==> src/rtl/poly_tone_synth_if.sv <==
// Sequencer-to-synth bundle: channel config writes and key gates in, envelope activity and stereo PCM out.
// No handshake: config is a one-cycle write strobe and the outputs are free-running samples.
interface poly_tone_synth_if #(
    parameter int NCH   = 4,
    parameter int DIV_W = 22,
    parameter int VOL_W = 4,
    parameter int AUD_W = 16
) ();
    localparam int CH_W = (NCH > 1) ? $clog2(NCH) : 1;

    logic                    cfg_we;
    logic [CH_W-1:0]         cfg_ch;
    logic [DIV_W-1:0]        cfg_div;
    logic [VOL_W-1:0]        cfg_vol;
    logic [1:0]              cfg_pan;
    logic [NCH-1:0]          key_on;
    logic [NCH-1:0]          active;
    logic signed [AUD_W-1:0] audio_left;
    logic signed [AUD_W-1:0] audio_right;

    modport master (
        output cfg_we, cfg_ch, cfg_div, cfg_vol, cfg_pan, key_on,
        input  active, audio_left, audio_right
    );

    modport slave (
        input  cfg_we, cfg_ch, cfg_div, cfg_vol, cfg_pan, key_on,
        output active, audio_left, audio_right
    );
endinterface

==> src/rtl/poly_tone_synth.sv <==
// Multi-channel square-wave synth: per-channel divider, envelope, pan; saturating stereo mix.
// Outputs registered one cycle after the phase/envelope change; no backpressure, one config write per cycle.
module poly_tone_synth #(
    parameter int          NCH      = 4,
    parameter int          DIV_W    = 22,
    parameter int          VOL_W    = 4,
    parameter int          AUD_W    = 16,
    parameter int unsigned AMP_STEP = 32'h0000_0800,
    parameter int          ENV_DIV  = 1000
) (
    input  logic             clk,
    input  logic             rst,
    poly_tone_synth_if.slave bus
);
    localparam int CH_W  = (NCH > 1) ? $clog2(NCH) : 1;
    localparam int ACC_W = AUD_W + $clog2(NCH) + 1;
    localparam int PRE_W = (ENV_DIV > 1) ? $clog2(ENV_DIV) : 1;
    localparam logic signed [ACC_W-1:0] SAT_HI = ACC_W'(2**(AUD_W-1) - 1);
    localparam logic signed [ACC_W-1:0] SAT_LO = -SAT_HI - 1;

    logic [DIV_W-1:0]        r_cnt    [NCH];
    logic [DIV_W-1:0]        r_div    [NCH];
    logic [DIV_W-1:0]        r_shadow [NCH];
    logic [VOL_W-1:0]        r_vol    [NCH];
    logic [VOL_W-1:0]        r_env    [NCH];
    logic [1:0]              r_pan    [NCH];
    logic [NCH-1:0]          r_phase;
    logic [NCH-1:0]          r_active;
    logic [PRE_W-1:0]        r_pre;
    logic signed [AUD_W-1:0] r_left;
    logic signed [AUD_W-1:0] r_right;

    logic                    w_tick;
    logic [NCH-1:0]          w_idle;
    logic signed [ACC_W-1:0] w_smp [NCH];
    logic signed [ACC_W-1:0] w_sum_l;
    logic signed [ACC_W-1:0] w_sum_r;

    assign w_tick = (r_pre == PRE_W'(ENV_DIV - 1));

    // A divider below 2 parks the channel: it contributes nothing to the mix.
    always_comb begin
        w_sum_l = '0;
        w_sum_r = '0;
        for (int i = 0; i < NCH; i++) begin
            w_idle[i] = (r_div[i] < DIV_W'(2));
            w_smp[i]  = w_idle[i] ? '0 : $signed(ACC_W'(r_env[i]) * ACC_W'(AMP_STEP));
            if (r_phase[i]) w_smp[i] = -w_smp[i];
            if (r_pan[i][1]) w_sum_l = w_sum_l + w_smp[i];
            if (r_pan[i][0]) w_sum_r = w_sum_r + w_smp[i];
        end
    end

    function automatic logic signed [AUD_W-1:0] f_sat(input logic signed [ACC_W-1:0] v);
        if (v > SAT_HI)      f_sat = SAT_HI[AUD_W-1:0];
        else if (v < SAT_LO) f_sat = SAT_LO[AUD_W-1:0];
        else                 f_sat = v[AUD_W-1:0];
    endfunction

    always_ff @(posedge clk or posedge rst) begin
        if (rst) begin
            r_pre    <= '0;
            r_phase  <= '0;
            r_active <= '0;
            r_left   <= '0;
            r_right  <= '0;
            for (int i = 0; i < NCH; i++) begin
                r_cnt[i]    <= '0;
                r_div[i]    <= '0;
                r_shadow[i] <= '0;
                r_vol[i]    <= '0;
                r_env[i]    <= '0;
                r_pan[i]    <= '0;
            end
        end else begin
            r_pre   <= w_tick ? '0 : r_pre + 1'b1;
            r_left  <= f_sat(w_sum_l);
            r_right <= f_sat(w_sum_r);
            for (int i = 0; i < NCH; i++) begin
                r_active[i] <= (r_env[i] != '0);

                // New divider only takes effect at a half-period boundary (or while parked).
                if (w_idle[i]) begin
                    r_cnt[i]   <= '0;
                    r_phase[i] <= 1'b0;
                    r_div[i]   <= r_shadow[i];
                end else if (r_cnt[i] == r_div[i]) begin
                    r_cnt[i]   <= '0;
                    r_phase[i] <= ~r_phase[i];
                    r_div[i]   <= r_shadow[i];
                end else begin
                    r_cnt[i]   <= r_cnt[i] + 1'b1;
                end

                if (w_tick) begin
                    if (bus.key_on[i]) begin
                        if (r_env[i] < r_vol[i])      r_env[i] <= r_env[i] + 1'b1;
                        else if (r_env[i] > r_vol[i]) r_env[i] <= r_env[i] - 1'b1;
                    end else if (r_env[i] != '0) begin
                        r_env[i] <= r_env[i] - 1'b1;
                    end
                end

                if (bus.cfg_we && (bus.cfg_ch == CH_W'(i))) begin
                    r_shadow[i] <= bus.cfg_div;
                    r_vol[i]    <= bus.cfg_vol;
                    r_pan[i]    <= bus.cfg_pan;
                end
            end
        end
    end

    assign bus.active      = r_active;
    assign bus.audio_left  = r_left;
    assign bus.audio_right = r_right;
endmodule
==> src/flat_wrapper.sv <==
// flat-port wrapper written by rule: the top's interface ports become plain ports
module poly_tone_synth_flat 
#(
    parameter int          NCH      = 4,
    parameter int          DIV_W    = 22,
    parameter int          VOL_W    = 4,
    parameter int          AUD_W    = 16,
    parameter int unsigned AMP_STEP = 32'h0000_0800,
    parameter int          ENV_DIV  = 1000
)
  (clk, rst, bus_cfg_we, bus_cfg_ch, bus_cfg_div, bus_cfg_vol, bus_cfg_pan, bus_key_on, bus_active, bus_audio_left, bus_audio_right);
  poly_tone_synth_if #(.NCH(NCH), .DIV_W(DIV_W), .VOL_W(VOL_W), .AUD_W(AUD_W)) bus_i ();
  input  logic clk;
  input  logic rst;
  input wire logic [$bits(bus_i.cfg_we)-1:0] bus_cfg_we;
  input wire logic [$bits(bus_i.cfg_ch)-1:0] bus_cfg_ch;
  input wire logic [$bits(bus_i.cfg_div)-1:0] bus_cfg_div;
  input wire logic [$bits(bus_i.cfg_vol)-1:0] bus_cfg_vol;
  input wire logic [$bits(bus_i.cfg_pan)-1:0] bus_cfg_pan;
  input wire logic [$bits(bus_i.key_on)-1:0] bus_key_on;
  output wire logic [$bits(bus_i.active)-1:0] bus_active;
  output wire logic [$bits(bus_i.audio_left)-1:0] bus_audio_left;
  output wire logic [$bits(bus_i.audio_right)-1:0] bus_audio_right;
  assign bus_i.cfg_we = bus_cfg_we;
  assign bus_i.cfg_ch = bus_cfg_ch;
  assign bus_i.cfg_div = bus_cfg_div;
  assign bus_i.cfg_vol = bus_cfg_vol;
  assign bus_i.cfg_pan = bus_cfg_pan;
  assign bus_i.key_on = bus_key_on;
  assign bus_active = bus_i.active;
  assign bus_audio_left = bus_i.audio_left;
  assign bus_audio_right = bus_i.audio_right;
  poly_tone_synth #(.NCH(NCH), .DIV_W(DIV_W), .VOL_W(VOL_W), .AUD_W(AUD_W), .AMP_STEP(AMP_STEP), .ENV_DIV(ENV_DIV)) u_core (.clk(clk), .rst(rst), .bus(bus_i));
endmodule
==> config.mk <==
export PLATFORM = sky130hd
export DESIGN_NAME = poly_tone_synth_flat
export DESIGN_NICKNAME = d
export VERILOG_FILES = /design/src/rtl/poly_tone_synth_if.sv /design/src/rtl/poly_tone_synth.sv /design/src/flat_wrapper.sv
export SDC_FILE = /design/constraint.sdc
export NUM_CORES = 1
export LEC_CHECK = 0
export BUFFER_PORTS_ARGS = -buffer_cell sky130_fd_sc_hd__buf_2
export CAP_MARGIN = 5
export CORE_ASPECT_RATIO = 2
export CORE_MARGIN = 3
export CORE_UTILIZATION = 40
export CTS_BUF_LIST = sky130_fd_sc_hd__clkbuf_2 sky130_fd_sc_hd__clkbuf_4 sky130_fd_sc_hd__clkbuf_8
export DETAILED_ROUTE_END_ITERATION = 6
export HOLD_SLACK_MARGIN = 0.12
export PLACE_DENSITY = 0.62
export SYNTH_ARGS = -nofsm -noshare
export SYNTH_HDL_FRONTEND = slang
export SYNTH_SLANG_ARGS = --single-unit
==> constraint.sdc <==
create_clock -name clk -period 26.9 [get_ports clk]
set_clock_uncertainty 0.2 [all_clocks]
set_input_delay 5.38 -clock clk [delete_from_list [all_inputs] [get_ports clk]]
set_output_delay 5.38 -clock clk [all_outputs]
set_load 0.03 [all_outputs]
After elaboration in Yosys (flattened, before gate mapping)
Cells that the tools add are included.
- flip-flop bits (word level): 354
- word-level logic and storage cells: 169
- input bits: 37
- $lt $le $gt $ge: 16
- add/subtract/negate cells: 23
- bitwise logic cells: 4
- muxes and demuxes: 61
- reductions and logical operators: 21
- equality and inequality tests: 12
- operator list (kind ; count):
    two-way mux 22 bit ; 16
    two-way mux 19 bit ; 12
    adder 19 bit ; 6
    adder 22 x 1 -> 22 bit, second input constant ; 4
    equality test 22 bit ; 4
    less-than comparator 22 x 2 -> 1 bit, second input constant ; 4
    negation 19 bit ; 4
    two-way mux 16 bit ; 4
    two-way mux 4 bit ; 16
    two-way mux 15 bit ; 4
    greater-than comparator 19 x 16 -> 1 bit, second input constant ; 2
    less-than comparator 19 x 16 -> 1 bit, second input constant ; 2
    adder 4 x 1 -> 4 bit, second input constant ; 4
    greater-than comparator 4 bit ; 4
    less-than comparator 4 bit ; 4
    nonzero test 2 bit ; 8
    nonzero test 4 bit ; 4
    subtractor 4 x 1 -> 4 bit, second input constant ; 4
    != test 3 x 1 -> 1 bit, second input constant ; 4
    AND reduction 3 bit ; 4
    adder 10 x 1 -> 10 bit, second input constant ; 1
    equality test 10 bit, second input constant ; 1
    two-way mux 10 bit ; 1
    two-way mux 1 bit ; 8
    other kinds (5) ; 12

Depth between registers and ports, before layout
- depth after elaboration: 14
- gate-level depth with buffers: 32

Worst setup path before layout
OpenSTA, ideal clock, no wires.
- path type: input to register
- from: input port bus_cfg_ch[1]
- to: register u_core.r_shadow[54] in the netlist's numbering
- path slack: 20.063 ns
- library setup time: 0.125 ns
- stages: 4
- data arrival time: 6.513 ns
- cell sequence: nand3b_1 > clkbuf_1 > buf_1 > mux2_2
- longest elaborated chain between the ends: 2
- RTL lines (item ; line ; source):
    start: declaration ; flat_wrapper.sv:16 ; input wire logic [$bits(bus_i.cfg_ch)-1:0] bus_cfg_ch;
    equality test 2 x 1 -> 1 bit ; poly_tone_synth.sv:104 ; if (bus.cfg_we && (bus.cfg_ch == CH_W'(i))) begin
    logical AND 1 bit ; poly_tone_synth.sv:104 ;
    end signal: indexed assignment ; poly_tone_synth.sv:105 ; r_shadow[i] <= bus.cfg_div;
    end: declaration ; poly_tone_synth.sv:23 ; logic [DIV_W-1:0] r_shadow [NCH];
Every way passes these cells.
A chain may end at the register's enable or synchronous reset.

==> metrics.yaml <==
cts_tree: "yes"
drt_wl_total_um: 45660
synth_seq_cells: 334
async_reset_ff_frac: 1.000
worstPathCellList: "buf_2, inv_8, buf_4, buf_4"
place.port_buffers: 72
ant_nets: 0
grt_max_degree: 109
cts-root-buf: "clkbuf_8"
use_met2: 0.3767
core_area_mm2: 0.04501
crit_start: "rst"
end_kind: "asynchronous set/reset pin"
setup_slack_ns: 19.30
ys_warn_count: 0
routedWlPerCell_um: 18.33
worstHoldStart: "u_core.r_shadow[4]"
grt-busiest-layer: "met2"
min-delay-path-class: "reg -> reg"
start_util: 0.4045
ir_drop_mv: 0.06383
fin_setup_tns_ns: 0
post-route-period-util: 0.2825
syn_area_mm2: 0.01820
htreeDepth: 2
hold_buffers: 0
first_pass_iters: 5
synth_nets: 1964
nNetsFinal: 2017
grt_antenna_before_repair: 1
total_leakage_power_nw: 10.05
place.gp.congestion: 0.8991
fmax_mhz: 131.6
startpoint_type: "input port"
use_met3: 0.02278
critPathMaxFanout: 108
cp_slowest_cell: "buf_4"
path_clk_slew_ns: 0.07
drive_above_1_share: 0.1731
synth_cells: 1843
post_cts_buffers: 0
grt_first_pass_wirelength_um: 71990
synth_edf_count: 0
worstSkewPairLatency_ns: 0.62
dieHeight_um: 307.7
grtUsageMet1: 0.1893
post-place-ws_ns: 18.52
setup_violations: 0
drc: 0
layout_min_cycle_time_ns: 7.601
clk_path_buf_depth: 3
worstPathRequired_ns: 27.28
dieArea_mm2: 0.04826
seq_area_frac_synth: 0.4591
drt-initial-drc-count: 511
slew_headroom: 0.2865
die_w_um: 156.9
crit_type: "in -> async"
synthFlopType: "dfrtp_1"
grt_pass1_vias: 13750
tightest_slew_ns: 1.070
crit_buf_inv: 4
yosys.cell_types.count: 64
r2r_start: "u_core.r_div[80]"
cpLargestDelayFamily: "buffers and inverters"
p_per_area_mw_per_mm2: 74.90
drv_cap: 0
max_stage_delay_ns: 0.92
cts.sinks: 334
grtUsageTotal: 0.1895
grt_overflow: 0
pin_count: 73
num_vias: 13190
via_per_inst: 5.294
cts_buffers: 49
grt_setup_unrepaired: "no"
outcome: "completed"
finalHoldViolations: 0
slew_viol_final: 0
rows: 110
synth.avg_cell_area_um2: 9.878
dp_hpwl_um: 33720
post_cts_resized: 0
path_common_cell: "buf_4"
worstPathArrival_ns: 7.98
syn_to_final_growth_pct: 10.45
cells in the final DEF, fill, tap and decap left out, types with 30 or more instances in the layout:
cell	netlist	routed
ha_1	78	78
mux2_2	134	134
nand3_1	43	43
nor2_1	150	150
nand4_1	30	30
and3_1	33	33
xnor2_1	88	88
dfrtp_1	334	334
nor4_1	31	31
o21ai_0	43	43
nand2_1	363	363
buf_2	0	72
xor2_1	143	143
inv_1	52	51
a21oi_1	45	45
clkbuf_8	0	59
state kept, by name (all words and copies together) (netlist names):
name,flops
u_core.r_cnt,88
u_core.r_div,88
u_core.r_shadow,88
u_core.r_env,16
u_core.r_vol,16
u_core.r_pre,10
u_core.r_pan,8
u_core.bus.audio_left,6
u_core.bus.audio_right,6
u_core.bus.active,4
u_core.r_phase,4
kinds of logic (layout without fill, tap and decap cells):
logic type,after synthesis,after routing,synth area share
adder cells (fa/ha/maj),85,85,0.06076
flip-flops,334,334,0.4591
XOR/XNOR,232,232,0.1124
other,0,1,0
multiplexers,142,142,0.08729
AND/OR/NAND/NOR,747,747,0.1882
buffers and inverters,135,222,0.03203
AO/OA/AOI/OAI,168,168,0.06021
final timing paths:
check / to / slack [ns] / cells past startpoint
worst max-delay path: u_core.r_div[46] / 19.30 / 4
worst min-delay path: u_core.r_div[4] / 0.26 / 2
worst max register to register: u_core.bus.audio_right[14] / 19.39 / 31
worst min register to register: u_core.r_div[4] / 0.26 / 2
max in group clk: u_core.bus.audio_right[14] / 19.39 / 31
min in group asynchronous: u_core.bus.active[2] / 4.75 / 2
layout make-up:
class | instances | area [µm²]
Tap cell | 560 | 700.7
Timing Repair Buffer | 85 | 457.9
Multi-Input combinational cell | 1374 | 9269
Clock buffer | 70 | 894.6
Sequential cell | 334 | 8358
Antenna cell | 1 | 2.502
Fill cell | 4297 | 24900
Inverter | 52 | 202.7
Clock inverter | 15 | 222.7
power by group:
group / switching [W] / leakage [nW] / total, W / internal [W]
clock: 0.000203 / 0.583 / 0.000466 / 0.000264
sequential: 0.000125 / 4.26 / 0.000738 / 0.000613
combinational: 0.000161 / 5.21 / 0.000302 / 0.000141
total: 0.000489 / 10.1 / 0.00151 / 0.00102
synth_stat cells (4+ instances only):
cell type	n	area share
a21o_1	14	0.0058
a21oi_1	45	0.012
a22oi_1	5	0.0021
and2_0	4	0.0014
and2_1	13	0.0045
and3_1	33	0.011
and4_1	8	0.0038
buf_4	20	0.0082
clkbuf_1	59	0.012
dfrtp_1	334	0.46
fa_1	6	0.0066
ha_1	78	0.054
inv_1	52	0.011
mux2_2	134	0.083
mux2i_1	8	0.0044
nand2_1	363	0.075
nand2b_1	9	0.0031
nand3_1	43	0.012
nand3b_1	4	0.0016
nand4_1	30	0.010
nor2_1	150	0.031
nor2b_1	14	0.0048
nor3_1	9	0.0025
nor4_1	31	0.011
nor4_2	5	0.0034
o211ai_1	7	0.0029
o21ai_0	43	0.012
o21bai_1	13	0.0054
o31ai_1	8	0.0033
or2_2	9	0.0031
or3_1	7	0.0024
or4_1	4	0.0016
xnor2_1	88	0.042
xor2_1	143	0.069
metal layers:
metal / up-vias / routed length (µm)
met3: 113 / 1220
met4: 0 / 2215
met1: 6529 / 16510
met2: 246 / 25720
met5: - / 0
li1: 6300 / -
through the flow:
| stage | power (W) | cell area (µm²) | cells | util | hold WS, ns |
|---|---|---|---|---|---|
| CTS | 0.001525 | 20110 | 2490 | 0.4467 | 0.2616 |
| finish | 0.001506 | 20110 | 2491 | 0.4468 | 0.2573 |
| global route | 0.001595 | 20110 | 2491 | 0.4468 | 0.2821 |
| floorplan | 0.0009569 | 18210 | 1843 | - | 0.2331 |
| global placement | 0.001037 | 18990 | 2405 | 0.4219 | 0.2461 |
| detailed placement | 0.001051 | 18990 | 2405 | 0.4219 | 0.2528 |
worst reg2reg max path, delay by kind of cell, from the launching register on:
kind	cells	cell delay, ns
AO/OA/AOI/OAI	12	2.37
AND/OR/NAND/NOR	10	2.12
adder cells (fa/ha/maj)	5	1.68
XOR/XNOR	4	0.57
flip-flops	1	0.42
Power figures use the tool's default switching activity.
